## src/rtl/risc_pkg.sv

```systemverilog
// Shared types and constants for the instruction-fetch front end.
// Holds the fetch FSM encoding, the buffered entry layout and the PC increment helper.
package risc_pkg;

    localparam logic [31:0] RESET_PC_DEFAULT = 32'h0000_0000;

    typedef enum logic [1:0] {
        StIdle    = 2'd0,
        StReq     = 2'd1,
        StDiscard = 2'd2
    } fetch_state_e;

    typedef struct packed {
        logic [31:0] instr;
        logic [31:0] pc;
    } fetch_entry_t;

    // Word-address increment; wraps from all-ones back to zero.
    function automatic logic [31:0] pc_next(input logic [31:0] pc);
        return pc + 32'd1;
    endfunction

endpackage

```

## src/rtl/fetch_fifo.sv

```systemverilog
// Prefetch buffer: small circular FIFO of {instr, pc} entries with a synchronous clear.
// When empty, the head output keeps showing the last entry that was at the head.
module fetch_fifo
    import risc_pkg::*;
#(
    parameter int unsigned DEPTH = 2,
    localparam int unsigned CntW = $clog2(DEPTH + 1)
) (
    input  logic            clk_i,
    input  logic            rst_ni,
    input  logic            push_i,
    input  logic            pop_i,
    input  logic            clear_i,
    input  fetch_entry_t    wdata_i,
    output fetch_entry_t    rdata_o,
    output logic            valid_o,
    output logic            full_o,
    output logic [CntW-1:0] count_o
);

    localparam int unsigned PtrW = $clog2(DEPTH);
    localparam logic [PtrW-1:0] LastPtr = PtrW'(DEPTH - 1);
    localparam logic [CntW-1:0] DepthCnt = CntW'(DEPTH);

    fetch_entry_t    mem_q [DEPTH];
    fetch_entry_t    last_q;
    logic [PtrW-1:0] wr_ptr_q;
    logic [PtrW-1:0] rd_ptr_q;
    logic [CntW-1:0] count_q;

    logic empty;
    logic do_push;
    logic do_pop;

    function automatic logic [PtrW-1:0] ptr_inc(input logic [PtrW-1:0] p);
        return (p == LastPtr) ? '0 : p + PtrW'(1);
    endfunction

    always_comb begin
        empty   = (count_q == '0);
        full_o  = (count_q == DepthCnt);
        do_pop  = pop_i && !empty;
        do_push = push_i && (!full_o || do_pop);
        valid_o = !empty;
        count_o = count_q;
        rdata_o = empty ? last_q : mem_q[rd_ptr_q];
    end

    always_ff @(posedge clk_i or negedge rst_ni) begin
        if (!rst_ni) begin
            for (int unsigned i = 0; i < DEPTH; i++) begin
                mem_q[i] <= '0;
            end
            last_q   <= '0;
            wr_ptr_q <= '0;
            rd_ptr_q <= '0;
            count_q  <= '0;
        end else begin
            // Track the visible head so it can be held once the buffer drains or is cleared.
            if (!empty) begin
                last_q <= mem_q[rd_ptr_q];
            end
            if (clear_i) begin
                wr_ptr_q <= '0;
                rd_ptr_q <= '0;
                count_q  <= '0;
            end else begin
                if (do_push) begin
                    mem_q[wr_ptr_q] <= wdata_i;
                    wr_ptr_q        <= ptr_inc(wr_ptr_q);
                end
                if (do_pop) begin
                    rd_ptr_q <= ptr_inc(rd_ptr_q);
                end
                case ({do_push, do_pop})
                    2'b10:   count_q <= count_q + CntW'(1);
                    2'b01:   count_q <= count_q - CntW'(1);
                    default: count_q <= count_q;
                endcase
            end
        end
    end

endmodule

```

## src/rtl/instr_fetch.sv

```systemverilog
// Instruction fetch unit: issues single-beat memory reads into a prefetch buffer,
// with redirect (flush) support that discards buffered and in-flight fetches.
module instr_fetch
    import risc_pkg::*;
#(
    parameter logic [31:0] RESET_PC = RESET_PC_DEFAULT,
    parameter int unsigned DEPTH    = 2
) (
    input  logic        clk_i,
    input  logic        reset_ni,
    input  logic [31:0] incr_pc_i,
    input  logic        flush_i,
    output logic        imem_req_o,
    output logic [31:0] imem_addr_o,
    input  logic        imem_ack_i,
    input  logic [31:0] imem_rdata_i,
    output logic [31:0] instr_o,
    output logic [31:0] instr_pc_o,
    output logic        instr_valid_o,
    input  logic        instr_ready_i
);

    localparam int unsigned CntW = $clog2(DEPTH + 1);
    localparam logic [CntW-1:0] DepthCnt = CntW'(DEPTH);

    fetch_state_e state_q;
    logic         req_q;
    logic [31:0]  addr_q;
    logic [31:0]  fetch_pc_q;

    fetch_entry_t    fifo_wdata;
    fetch_entry_t    fifo_head;
    logic            fifo_valid;
    logic            fifo_full;
    logic [CntW-1:0] fifo_count;

    logic          push;
    logic          pop;
    logic [CntW:0] count_after;
    logic          room_after;

    always_comb begin
        pop         = fifo_valid && instr_ready_i;
        push        = (state_q == StReq) && imem_ack_i && !flush_i;
        fifo_wdata  = '{instr: imem_rdata_i, pc: addr_q};
        count_after = {1'b0, fifo_count} + {{CntW{1'b0}}, push} - {{CntW{1'b0}}, pop};
        room_after  = count_after < {1'b0, DepthCnt};
    end

    fetch_fifo #(
        .DEPTH (DEPTH)
    ) u_fifo (
        .clk_i   (clk_i),
        .rst_ni  (reset_ni),
        .push_i  (push),
        .pop_i   (pop),
        .clear_i (flush_i),
        .wdata_i (fifo_wdata),
        .rdata_o (fifo_head),
        .valid_o (fifo_valid),
        .full_o  (fifo_full),
        .count_o (fifo_count)
    );

    // In StReq fetch_pc_q always equals the outstanding address; it only advances on a kept ack.
    always_ff @(posedge clk_i or negedge reset_ni) begin
        if (!reset_ni) begin
            state_q    <= StIdle;
            req_q      <= 1'b0;
            addr_q     <= '0;
            fetch_pc_q <= RESET_PC;
        end else begin
            case (state_q)
                StIdle: begin
                    if (flush_i) begin
                        fetch_pc_q <= incr_pc_i;
                    end else if (!fifo_full) begin
                        state_q <= StReq;
                        req_q   <= 1'b1;
                        addr_q  <= fetch_pc_q;
                    end
                end
                StReq: begin
                    if (flush_i) begin
                        fetch_pc_q <= incr_pc_i;
                        if (imem_ack_i) begin
                            state_q <= StIdle;
                            req_q   <= 1'b0;
                        end else begin
                            state_q <= StDiscard;
                        end
                    end else if (imem_ack_i) begin
                        fetch_pc_q <= pc_next(fetch_pc_q);
                        if (room_after) begin
                            addr_q <= pc_next(fetch_pc_q);
                        end else begin
                            state_q <= StIdle;
                            req_q   <= 1'b0;
                        end
                    end
                end
                StDiscard: begin
                    if (flush_i) begin
                        fetch_pc_q <= incr_pc_i;
                    end
                    if (imem_ack_i) begin
                        state_q <= StIdle;
                        req_q   <= 1'b0;
                    end
                end
                default: begin
                    state_q <= StIdle;
                    req_q   <= 1'b0;
                end
            endcase
        end
    end

    assign imem_req_o    = req_q;
    assign imem_addr_o   = addr_q;
    assign instr_o       = fifo_head.instr;
    assign instr_pc_o    = fifo_head.pc;
    assign instr_valid_o = fifo_valid;

endmodule

```

## config.mk

```make
export PLATFORM = sky130hd
export DESIGN_NAME = instr_fetch
export DESIGN_NICKNAME = d
export VERILOG_FILES = /design/src/rtl/risc_pkg.sv /design/src/rtl/fetch_fifo.sv /design/src/rtl/instr_fetch.sv
export SDC_FILE = /design/constraint.sdc
export NUM_CORES = 1
export LEC_CHECK = 0
export CAP_MARGIN = 0
export CORE_MARGIN = 4
export CORE_UTILIZATION = 55
export CTS_CLUSTER_DIAMETER = 50
export CTS_CLUSTER_SIZE = 30
export DETAILED_ROUTE_END_ITERATION = 10
export PLACE_DENSITY = 0.8
export SLEW_MARGIN = 20
export SYNTH_ARGS = -nofsm -noshare
export SYNTH_HDL_FRONTEND = slang
export SYNTH_SLANG_ARGS = --single-unit
```

## constraint.sdc

```tcl
create_clock -name clk_i -period 7.31 [get_ports clk_i]
set_input_delay 1.462 -clock clk_i [delete_from_list [all_inputs] [get_ports clk_i]]
set_output_delay 1.462 -clock clk_i [all_outputs]
set_load 0.03 [all_outputs]
```

==> results.sh <==
export IMPL_synth_edff_count=0
export IMPL_leakage_nw=5.80
export IMPL_ys_ff_latch=263
export IMPL_die_area_um2=24000
export IMPL_synth_top_area_share_pct=55.5
export IMPL_synth_fa_ha_area_share_pct=0.380
export IMPL_area_growth_pct=22.1
export IMPL_slowest_delay_ns=0.78
export IMPL_cp_num_cells=5
export IMPL_place_gp_congestion=0.900
export IMPL_drv_cap=0
export IMPL_finalHoldViolCount=0
export IMPL_ctsHoldBuffers=0
export IMPL_worst_slew_pin_slew_ns=1.06
export IMPL_worst_ep_required_time_ns=5.85
export IMPL_cp_top_family="buffers and inverters"
export IMPL_drive_above_1_share_pct=17.1
export IMPL_grt_pass1_vias=8512
export IMPL_dp_hpwl_um=17500
export IMPL_cts_buffers=24
export IMPL_synth_area_leader_cell="dfrtp_1"
export IMPL_placed_area_um2=13600
export IMPL_cp_max_fo=95
export IMPL_ys_top_cells_by_area="dfrtp_1, mux2_2, a21oi_1, mux2i_1, nor2_1"
export IMPL_r2r_end="imem_addr_o[18]"
export IMPL_synthCells=1053
export IMPL_synthMostInstantiatedCell="dfrtp_1"
export IMPL_port_buffers=166
export IMPL_core_area_um2=21100
export IMPL_first_pass_iters=5
export IMPL_antenna_found_initial=0
export IMPL_slew_limit_headroom_pct=29.0
export IMPL_crit_arrival_ns=3.42
export IMPL_synthSimpleGateAreaFrac_pct=11.2
export IMPL_grt_use_total_pct=22.4
export IMPL_ios=167
export IMPL_num_vias=8624
export IMPL_syn_nets=1125
export IMPL_fmax_ghz=0.205
export IMPL_fin_util_pct=68.6
export IMPL_clk_latency_ns=0.53
export IMPL_fin_crit_sh_pct=66.8
export IMPL_rrSetupSlack_ns=3.17
export IMPL_post_cts_setup_buffer_count=0
export IMPL_slew_viol_final=0
export IMPL_synth_common_cells="dfrtp_1, nor2_1, a21oi_1"
export IMPL_stdcell_area_um2=14500
export IMPL_clkSinkCount=263
export IMPL_cts_tree="done"
export IMPL_dieWidth_um=155
export IMPL_min_path_cells=1
export IMPL_syn_area_per_cell_um2=11.3
export IMPL_start_kind="register"
export IMPL_cp_slowest_cell="buf_4"
export IMPL_ant_nets=0
export IMPL_cts_htree_levels=1
export IMPL_final_cells=1470
export IMPL_synth_compound_area_share_pct=9.96
export IMPL_grt_first_pass_wirelength_um=44600
export IMPL_power_density_nw_per_um2=437
export IMPL_hold_ws_ns=0.500
export IMPL_hp_class="register to register"
export IMPL_fin_tns_setup_ns=0
export IMPL_yosysSeqAreaShare_pct=55.5
export IMPL_clock_skew_ns=0.0160
export IMPL_setup_violations=0
export IMPL_postCtsResizedCells=0
export IMPL_drtIter0Drc=639
export IMPL_dp_cells=1425
export IMPL_drt_wirelength_per_cell_um=18.4
export IMPL_grt_ovfl_total=0
export IMPL_synthFlopType="dfrtp_1"
export IMPL_num_rows=53
export IMPL_holdPathEnd="u_fifo.mem_q[11]"
export IMPL_clock_path_buffers=3
export IMPL_start_util_pct=56.2
export IMPL_syn_area_um2=11900
export IMPL_fin_nets=1249
export IMPL_drt_total_wl_um=27000
export IMPL_end_kind="output pin"
export IMPL_rsz0062_at_grt="false"
export IMPL_synthDistinctLibCells=59
export IMPL_clk_pin_slew_worst_paths_ns=0.08
export IMPL_ys_warn_count=0
export IMPL_fp_dieH_um=155
export IMPL_synth_mux_area_share_pct=17.7
export IMPL_worstSetupPathType="register to output pin"
export IMPL_finalWorstSetupSlack_ns=2.43
export IMPL_synth_top_family_by_area="multiplexers"
export IMPL_async_flop_share_pct=100
export IMPL_fin_total_pwr_mw=6.33
export IMPL_min_from="u_fifo.mem_q[11]"
export IMPL_finalCriticalPeriod_ns=4.88
export IMPL_vias_per_cell=5.87
export IMPL_reg2regPathDepth=10
export IMPL_grt_max_degree=141
export IMPL_max_vdd_ir_drop_mv=0.217
export IMPL_drc=0
export IMPL_diodes=0
export IMPL_path_cells="or2_4, buf_4, nor2_1, a21oi_1, clkdlybuf4s50_1"
export IMPL_cp_num_buf_inv=2
export IMPL_cts_root_buf="clkbuf_16"
export IMPL_reg2reg_from="state_q[0]"
export IMPL_outcome="finished, final reports clean"
export IMPL_dp_slack_ns=1.99
export IMPL_synth_xor_xnor_area_share_pct=2.14
## layout by cell type (no fill, tap or decap), types with 6 or more instances in the layout
cell type,n
buf_4,6
and3_1,6
o21ai_0,20
inv_1,7
clkdlybuf4s50_1,165
nand2_1,36
dfrtp_1,262
nor3_1,11
nand3_1,25
nand4_1,13
clkbuf_16,24
mux2_2,128
o22ai_1,16
nor4_1,8
a2bb2oi_1,8
mux2i_1,65
xnor2_1,22
nor2_1,131
a21oi_1,130
xor2_1,7
a31oi_1,9
## metal layers
layer  part of all wire [%]  vias to the layer above  track usage, %
met2                     49                      287            36.9
met5                      0                        -               0
met4                    1.6                        0            5.00
met1                     44                     4276            31.9
li1                       -                     4024               -
met3                    6.2                       37            3.36
## cells by family (layout without fill, tap and decap cells)
group | Yosys count | after routing
and+or+nand+nor | 274 | 274
DFF | 263 | 263
AOI/OAI and AO/OA | 207 | 207
muxes | 194 | 194
buffers and inverters | 83 | 225
xor gates and xnor gates | 29 | 29
adders and majority gates | 3 | 3
## state kept, by name, summed over array words and instances (netlist names)
name and flops:
u_fifo.mem_q 128, fetch_pc_q 32, u_fifo.wr_ptr_q 1, u_fifo.last_q 64, state_q 2, u_fifo.rd_ptr_q 1
imem_addr_o 32, imem_req_o 1, u_fifo.count_o 2
## area by class of cell
| cell class | instances | area (um^2) |
|---|---|---|
| fillers | 1598 | 6620 |
| flip-flops and latches | 263 | 6590 |
| multi-input cells | 707 | 4950 |
| repair buffers | 174 | 1740 |
| clock buffers | 26 | 618 |
| well taps | 275 | 344 |
| clock inverters | 18 | 204 |
| inverters | 7 | 26.3 |
## worst max-delay path by stage
stage | to | slack [ns] | start
CTS | instr_pc_o[25] | 2.43 | u_fifo.count_o[1]
floorplan | imem_addr_o[10] | 3.41 | flush_i
global route | instr_pc_o[17] | 2.19 | u_fifo.count_o[1]
finish | instr_pc_o[17] | 2.43 | u_fifo.count_o[1]
global placement | imem_addr_o[18] | 2.13 | flush_i
detailed placement | imem_addr_o[18] | 1.99 | flush_i
## report_power, final
part           total, mW  internal, mW  switching, mW
clock network       1.27         0.655          0.617
registers           2.59          2.12          0.472
logic               2.46          1.11           1.35
No activity file was read; power rests on OpenSTA's default activity.
